--- config.mk ---
export PLATFORM = sky130hd
export DESIGN_NAME = uart_rx_fsm
export DESIGN_NICKNAME = d
export VERILOG_FILES = /design/src/rtl/uart_rx_fsm_pkg.sv /design/src/rtl/uart_rx_fsm_edge_bit_counter.sv /design/src/rtl/uart_rx_fsm.sv
export SDC_FILE = /design/constraint.sdc
export NUM_CORES = 1
export LEC_CHECK = 0
export CAP_MARGIN = 10
export CORE_MARGIN = 3
export CORE_UTILIZATION = 48
export CTS_CLUSTER_DIAMETER = 80
export DETAILED_ROUTE_END_ITERATION = 8
export PLACE_DENSITY = 0.84
export SKIP_LAST_GASP = 1
export SLEW_MARGIN = 10
export SYNTH_ARGS = -nofsm -noshare
export SYNTH_HDL_FRONTEND = slang
export SYNTH_SLANG_ARGS = --single-unit
--- constraint.sdc ---
create_clock -name clk -period 4 [get_ports clk]
set_input_delay 1 -clock clk [delete_from_list [all_inputs] [get_ports clk]]
set_output_delay 1 -clock clk [all_outputs]
set_load 0.05 [all_outputs]
--- src/rtl/uart_rx_fsm_pkg.sv ---
// -----------------------------------------------------------------------------
// uart_rx_fsm_pkg
// Shared definitions for the UART receive controller: the FSM state encoding
// and the legal oversampling (Prescale) ratios, plus a legality helper.
// No ports (package).
// -----------------------------------------------------------------------------
package uart_rx_fsm_pkg;

    typedef logic [2:0] state_t;

    // Binary state encoding.
    localparam state_t S_IDLE   = 3'd0;
    localparam state_t S_START  = 3'd1;
    localparam state_t S_DATA   = 3'd2;
    localparam state_t S_PARITY = 3'd3;
    localparam state_t S_STOP   = 3'd4;
    localparam state_t S_DONE   = 3'd5;

    // Supported oversampling ratios.
    localparam int unsigned PRESCALE_X8  = 8;
    localparam int unsigned PRESCALE_X16 = 16;
    localparam int unsigned PRESCALE_X32 = 32;

    function automatic logic is_legal_prescale(input int unsigned p);
        return (p == PRESCALE_X8) || (p == PRESCALE_X16) || (p == PRESCALE_X32);
    endfunction

endpackage

--- src/rtl/uart_rx_fsm_edge_bit_counter.sv ---
// -----------------------------------------------------------------------------
// edge_bit_counter
// Oversample (edge) and data-bit counters for the UART receive FSM.
//   i_clk, i_reset   : clock, asynchronous active-high reset
//   i_prescale       : oversampling ratio; a bit lasts i_prescale cycles
//   i_edge_en/_clr   : count oversample edges / force edge count to 0
//   i_bit_en/_clr    : advance bit index at each bit end / force it to 0
//   o_edge_cnt       : oversample index within the current bit
//   o_bit_cnt        : data bit index
//   o_bit_end        : last oversample of the current bit
//   o_last_bit       : bit index is on the final data bit
// Clear has priority over enable on both counters.
// -----------------------------------------------------------------------------
module edge_bit_counter
    import uart_rx_fsm_pkg::*;
#(
    parameter int DATA_width     = 8,
    parameter int Prescale_width = 6
) (
    input  logic                      i_clk,
    input  logic                      i_reset,
    input  logic [Prescale_width-1:0] i_prescale,
    input  logic                      i_edge_en,
    input  logic                      i_edge_clr,
    input  logic                      i_bit_en,
    input  logic                      i_bit_clr,
    output logic [Prescale_width-1:0] o_edge_cnt,
    output logic [3:0]                o_bit_cnt,
    output logic                      o_bit_end,
    output logic                      o_last_bit
);

    logic [Prescale_width-1:0] r_edge_cnt;
    logic [3:0]                r_bit_cnt;
    logic [Prescale_width-1:0] w_edge_max;

    assign w_edge_max = i_prescale - 1'b1;

    // '>=' rather than '==' so a Prescale lowered mid-bit still wraps at once
    // instead of running the counter all the way round; identical for a
    // stable Prescale.
    assign o_bit_end  = (r_edge_cnt >= w_edge_max);
    assign o_last_bit = (r_bit_cnt == 4'(DATA_width - 1));

    always_ff @(posedge i_clk or posedge i_reset) begin
        if (i_reset) begin
            r_edge_cnt <= '0;
        end else if (i_edge_clr) begin
            r_edge_cnt <= '0;
        end else if (i_edge_en) begin
            if (o_bit_end) begin
                r_edge_cnt <= '0;
            end else begin
                r_edge_cnt <= r_edge_cnt + 1'b1;
            end
        end
    end

    always_ff @(posedge i_clk or posedge i_reset) begin
        if (i_reset) begin
            r_bit_cnt <= '0;
        end else if (i_bit_clr) begin
            r_bit_cnt <= '0;
        end else if (i_bit_en && o_bit_end) begin
            if (o_last_bit) begin
                r_bit_cnt <= '0;
            end else begin
                r_bit_cnt <= r_bit_cnt + 1'b1;
            end
        end
    end

    assign o_edge_cnt = r_edge_cnt;
    assign o_bit_cnt  = r_bit_cnt;

endmodule

--- src/rtl/uart_rx_fsm.sv ---
// -----------------------------------------------------------------------------
// uart_rx_fsm
// Control FSM of an oversampling UART receiver. Sequences START, DATA,
// optional PARITY, STOP and a one-cycle DONE, driving the enables of the
// external sampler/checkers/deserializer and reporting the frame outcome.
//   clk, reset        : clock, asynchronous active-high reset
//   RX_IN             : synchronised serial line (idle high)
//   PAR_EN, PAR_TYP   : parity present / parity type (used by the checker)
//   Prescale          : oversampling ratio (8, 16 or 32)
//   strt_glitch, par_err, stp_err : checker results
//   edge_cnt, bit_cnt : oversample index and data bit index
//   dat_samp_en, strt_chk_en, par_chk_en, stp_chk_en, deser_en : enables
//   data_valid, frame_err, parity_err_flag : one-cycle outcome pulses in DONE
//   busy              : high whenever not IDLE
// -----------------------------------------------------------------------------
module uart_rx_fsm
    import uart_rx_fsm_pkg::*;
#(
    parameter int DATA_width     = 8,
    parameter int Prescale_width = 6
) (
    input  logic                      clk,
    input  logic                      reset,
    input  logic                      RX_IN,
    input  logic                      PAR_EN,
    input  logic                      PAR_TYP,
    input  logic [Prescale_width-1:0] Prescale,
    input  logic                      strt_glitch,
    input  logic                      par_err,
    input  logic                      stp_err,
    output logic [Prescale_width-1:0] edge_cnt,
    output logic [3:0]                bit_cnt,
    output logic                      dat_samp_en,
    output logic                      strt_chk_en,
    output logic                      par_chk_en,
    output logic                      stp_chk_en,
    output logic                      deser_en,
    output logic                      data_valid,
    output logic                      frame_err,
    output logic                      parity_err_flag,
    output logic                      busy
);

    state_t r_state;
    state_t w_next_state;
    logic   r_par_flag;
    logic   w_bit_end;
    logic   w_last_bit;
    logic   w_in_frame;
    logic   w_in_data;

    // Counting states: the line is being sampled, so the edge counter runs.
    assign w_in_frame = (r_state == S_START) || (r_state == S_DATA) ||
                        (r_state == S_PARITY) || (r_state == S_STOP);
    assign w_in_data  = (r_state == S_DATA);

    edge_bit_counter #(
        .DATA_width     (DATA_width),
        .Prescale_width (Prescale_width)
    ) u_edge_bit_counter (
        .i_clk      (clk),
        .i_reset    (reset),
        .i_prescale (Prescale),
        .i_edge_en  (w_in_frame),
        .i_edge_clr (!w_in_frame),
        .i_bit_en   (w_in_data),
        .i_bit_clr  (!w_in_data),
        .o_edge_cnt (edge_cnt),
        .o_bit_cnt  (bit_cnt),
        .o_bit_end  (w_bit_end),
        .o_last_bit (w_last_bit)
    );

    always_comb begin
        w_next_state = r_state;
        case (r_state)
            S_IDLE: begin
                if (!RX_IN) w_next_state = S_START;
            end
            S_START: begin
                if (w_bit_end) w_next_state = strt_glitch ? S_IDLE : S_DATA;
            end
            S_DATA: begin
                if (w_bit_end && w_last_bit) w_next_state = PAR_EN ? S_PARITY : S_STOP;
            end
            S_PARITY: begin
                if (w_bit_end) w_next_state = S_STOP;
            end
            S_STOP: begin
                if (w_bit_end) w_next_state = S_DONE;
            end
            S_DONE: begin
                // A low line here is already the next start bit.
                w_next_state = RX_IN ? S_IDLE : S_START;
            end
            default: w_next_state = S_IDLE;
        endcase
    end

    always_ff @(posedge clk or posedge reset) begin
        if (reset) begin
            r_state <= S_IDLE;
        end else begin
            r_state <= w_next_state;
        end
    end

    // Parity result is captured once per frame and cleared in START so a
    // frame without parity never inherits the previous frame's error.
    always_ff @(posedge clk or posedge reset) begin
        if (reset) begin
            r_par_flag <= 1'b0;
        end else if (r_state == S_START) begin
            r_par_flag <= 1'b0;
        end else if ((r_state == S_PARITY) && w_bit_end) begin
            r_par_flag <= par_err;
        end
    end

    assign busy            = (r_state != S_IDLE);
    assign dat_samp_en     = w_in_frame;
    assign strt_chk_en     = (r_state == S_START);
    assign par_chk_en      = (r_state == S_PARITY);
    assign stp_chk_en      = (r_state == S_STOP);
    assign deser_en        = w_in_data && w_bit_end;

    // Stop error outranks parity error; exactly one outcome pulse per DONE.
    assign frame_err       = (r_state == S_DONE) && stp_err;
    assign parity_err_flag = (r_state == S_DONE) && !stp_err && r_par_flag;
    assign data_valid      = (r_state == S_DONE) && !stp_err && !r_par_flag;

    // Ratio must be a supported one and the parity type must not move while
    // the parity checker is evaluating the bit.
    a_legal_prescale : assert property (@(posedge clk) disable iff (reset)
        busy |-> is_legal_prescale(32'(Prescale)));
    a_par_typ_stable : assert property (@(posedge clk) disable iff (reset)
        par_chk_en |-> $stable(PAR_TYP));

endmodule

==> results.json <==
{
  "status": "completed",
  "r2r_end": "r_state[1]",
  "final_cell_mix": "clkdlybuf4s50_1, nor2_1, dfrtp_1",
  "coreArea_sq_um": 1820,
  "path_cells": "clkdlybuf4s50_1, nor3_2, nand2_1, xor2_1, ha_1, nand4_1, o221ai_4, nor2b_4, buf_12",
  "routedWlPerCell_um": 13.5,
  "cp_slowest_stage_delay_ns": 0.45,
  "r2r_slack_ns": 1.70,
  "cts.sinks": 14,
  "gr-total-overflow": 0,
  "vias": 896,
  "leakage_nw": 0.637,
  "globalplace.congestion": 0.861,
  "cp-end-kind": "output port",
  "cp-start-kind": "input port",
  "final_util_pct": 76.8,
  "cts_max_level": 1,
  "place_area_sq_um": 1330,
  "max_cap_viol_count": 0,
  "synth_edf_count": 0,
  "drive_gt1_share_pct": 11.7,
  "layout.nets": 169,
  "synth.distinct_cells": 28,
  "hold_class": "register to register",
  "fillers": 131,
  "grt_pass1_vias": 901,
  "mostFrequentLayoutCell": "clkdlybuf4s50_1",
  "num_io_pins": 33,
  "drt-initial-drc-count": 14,
  "area_growth_pct": 44.3,
  "antenna_found_initial": 0,
  "grt_usage_pct": 19.3,
  "period_share_pct": 96.6,
  "finalCriticalPeriod_ns": 3.86,
  "crit_arrival_ns": 2.86,
  "syn-num-nets": 131,
  "worstHoldEndpoint": "u_edge_bit_counter.o_edge_cnt[0]",
  "clk_path_buf_depth": 2,
  "die_area_sq_um": 2590,
  "worst-path-max-fanout": 3,
  "stdcell_count": 170,
  "finClkSkew_ns": 0.00501,
  "powerDensity_nw_per_um2": 548,
  "whs_ns": 0.540,
  "root_buffer": "clkbuf_4",
  "die_h_um": 50.9,
  "fmax_mhz": 259,
  "ant_nets": 0,
  "netlist_area_sq_um": 968,
  "multi_input_area_sq_um": 599,
  "grt_pass1_wl_um": 3810,
  "crit_type": "input port to output port",
  "num_antenna_cells": 0,
  "tns_ns": 0,
  "syn_area_per_cell_sq_um": 8.97,
  "reg2reg_depth": 10,
  "dr.pass1.iters": 3,
  "worstReg2RegStart": "u_edge_bit_counter.o_edge_cnt[0]",
  "required_ns": 3.00,
  "async_flop_share_pct": 100,
  "worst_path_max_delay_cell": "clkdlybuf4s50_1",
  "hold_start": "u_edge_bit_counter.o_edge_cnt[0]",
  "critical_path.top_delay_family": "buffers and inverters",
  "hold_viol_final": 0,
  "fp-row-count": 15,
  "synth-seq-cells": 14,
  "io_buffer_count": 31,
  "dpl.cell_count": 165,
  "tightest_slew_ns": 0.526,
  "ff_latch_area_sq_um": 350,
  "synthTopCellsByArea": "dfrtp_1, ha_1, nor2_1",
  "path_clk_slew_ns": 0.09,
  "routed_wl_um": 2290,
  "synth_seq_area_share_pct": 36.2,
  "dp_hpwl_um": 1740,
  "start_util_pct": 53.2,
  "peakVddDrop_mv": 0.382,
  "max-slew-margin-rel_pct": 64.9,
  "avgViaCountPerCell": 5.27,
  "cts_tree": "yes",
  "ctsHoldBuffers": 0,
  "critPathBufInv": 2,
  "synth_area_leader_cell": "dfrtp_1",
  "fin_area_sq_um": 1400,
  "grt_max_degree": 15,
  "synth_cells": 108,
  "drcViolationCount": 0,
  "ys_warn_count": 0,
  "finalSetupViolations": 0,
  "worstSkewPairLatency_ns": 0.28,
  "cts_made_buffers": 3,
  "die_w_um": 50.9,
  "synth_ff_type": "dfrtp_1",
  "synth_top_area_share_pct": 36.2,
  "min_delay_path_depth": 1,
  "maxSlewViolCount": 0
}
==> worst reg2reg max path, delay by kind of cell (launching register included) <==
family	cells	cell delay (ns)
AOI/OAI and AO/OA	3	0.52
DFF	1	0.43
buffers and inverters	3	0.38
and+or+nand+nor	2	0.32
muxes	1	0.29
adders and majority gates	1	0.26
==> where the power goes <==
part           internal [mW]  leakage (nW)  switching, mW  total, mW
logic                  0.173         0.426          0.285      0.458
registers              0.167         0.190         0.0382      0.205
clock network         0.0555        0.0210         0.0473      0.103
==> how the worst max path moves through the flow <==
stage / start / end / slack [ns] / cells after the start
after floorplan: Prescale[0] / deser_en / 0.13 / 8
after global placement: Prescale[0] / deser_en / 0.04 / 10
after detailed placement: Prescale[4] / deser_en / 0.02 / 9
after CTS: Prescale[4] / deser_en / 0.0006 / 9
after global routing: Prescale[4] / deser_en / -0.007 / 9
final: Prescale[4] / deser_en / 0.14 / 9
==> Yosys cell counts (2+ instances only) <==
| library cell | count |
|---|---|
| a21oi_1 | 6 |
| and2_1 | 3 |
| dfrtp_1 | 14 |
| ha_1 | 9 |
| inv_1 | 9 |
| mux2i_1 | 3 |
| nand2_1 | 11 |
| nand2b_1 | 3 |
| nand3_1 | 2 |
| nand4_1 | 2 |
| nor2_1 | 15 |
| nor2b_1 | 3 |
| nor3_1 | 3 |
| o21ai_0 | 2 |
| o22ai_1 | 2 |
| xnor2_1 | 5 |
| xor2_1 | 5 |
==> kinds of logic (layout without fill, tap and decap cells) <==
| family | Yosys count | count (layout) | share of synthesized area (%) |
|---|---|---|---|
| flip-flops | 14 | 14 | 36.2 |
| adder cells (fa/ha/maj) | 9 | 9 | 11.6 |
| multiplexers | 4 | 4 | 4.65 |
| buffers and inverters | 10 | 47 | 3.88 |
| XOR/XNOR | 10 | 10 | 9.04 |
| AND/OR/NAND/NOR | 47 | 47 | 23.4 |
| AO/OA/AOI/OAI | 14 | 14 | 11.2 |
==> stage by stage <==
| stage | power (mW) | setup slack (ns) |
|---|---|---|
| 2_1_floorplan | 0.518 | 0.131 |
| 3_3_place_gp | 0.642 | 0.0388 |
| 3_5_place_dp | 0.656 | 0.0191 |
| 4_1_cts | 0.762 | 0.000602 |
| 5_1_grt | 0.807 | -0.00653 |
| 6_report | 0.766 | 0.137 |
==> area by class of cell <==
cell class	instances	share of cell area, %
clock buffer	4	2.60
multi-input combinational	84	42.9
sequential	14	25.1
inverter	10	2.69
timing repair buffer	33	24.5
tap	25	2.24
==> flip-flops by register name (all words and copies together), names as in the netlist <==
register / flops
r_par_flag: 1
r_state: 3
u_edge_bit_counter.o_bit_cnt: 4
u_edge_bit_counter.o_edge_cnt: 6
==> metal layers <==
metal	routed length (um)	global-route usage, %	vias to the layer above
li1	-	-	443
met3	87	4.37	5
met1	1090	22.0	428
met5	0	0	-
met4	37	8.07	0
met2	1080	34.3	20
==> repair_timing <==
| action | CTS | global route |
|---|---|---|
| gates resized for setup | 1 | 7 |
| pin swaps | 0 | 5 |
| endpoints found under the setup margin | 1 | 1 |
| buffers inserted | 0 | 1 |
| endpoints found under the hold margin | 0 | 0 |
(Power assumes the default switching activity.)
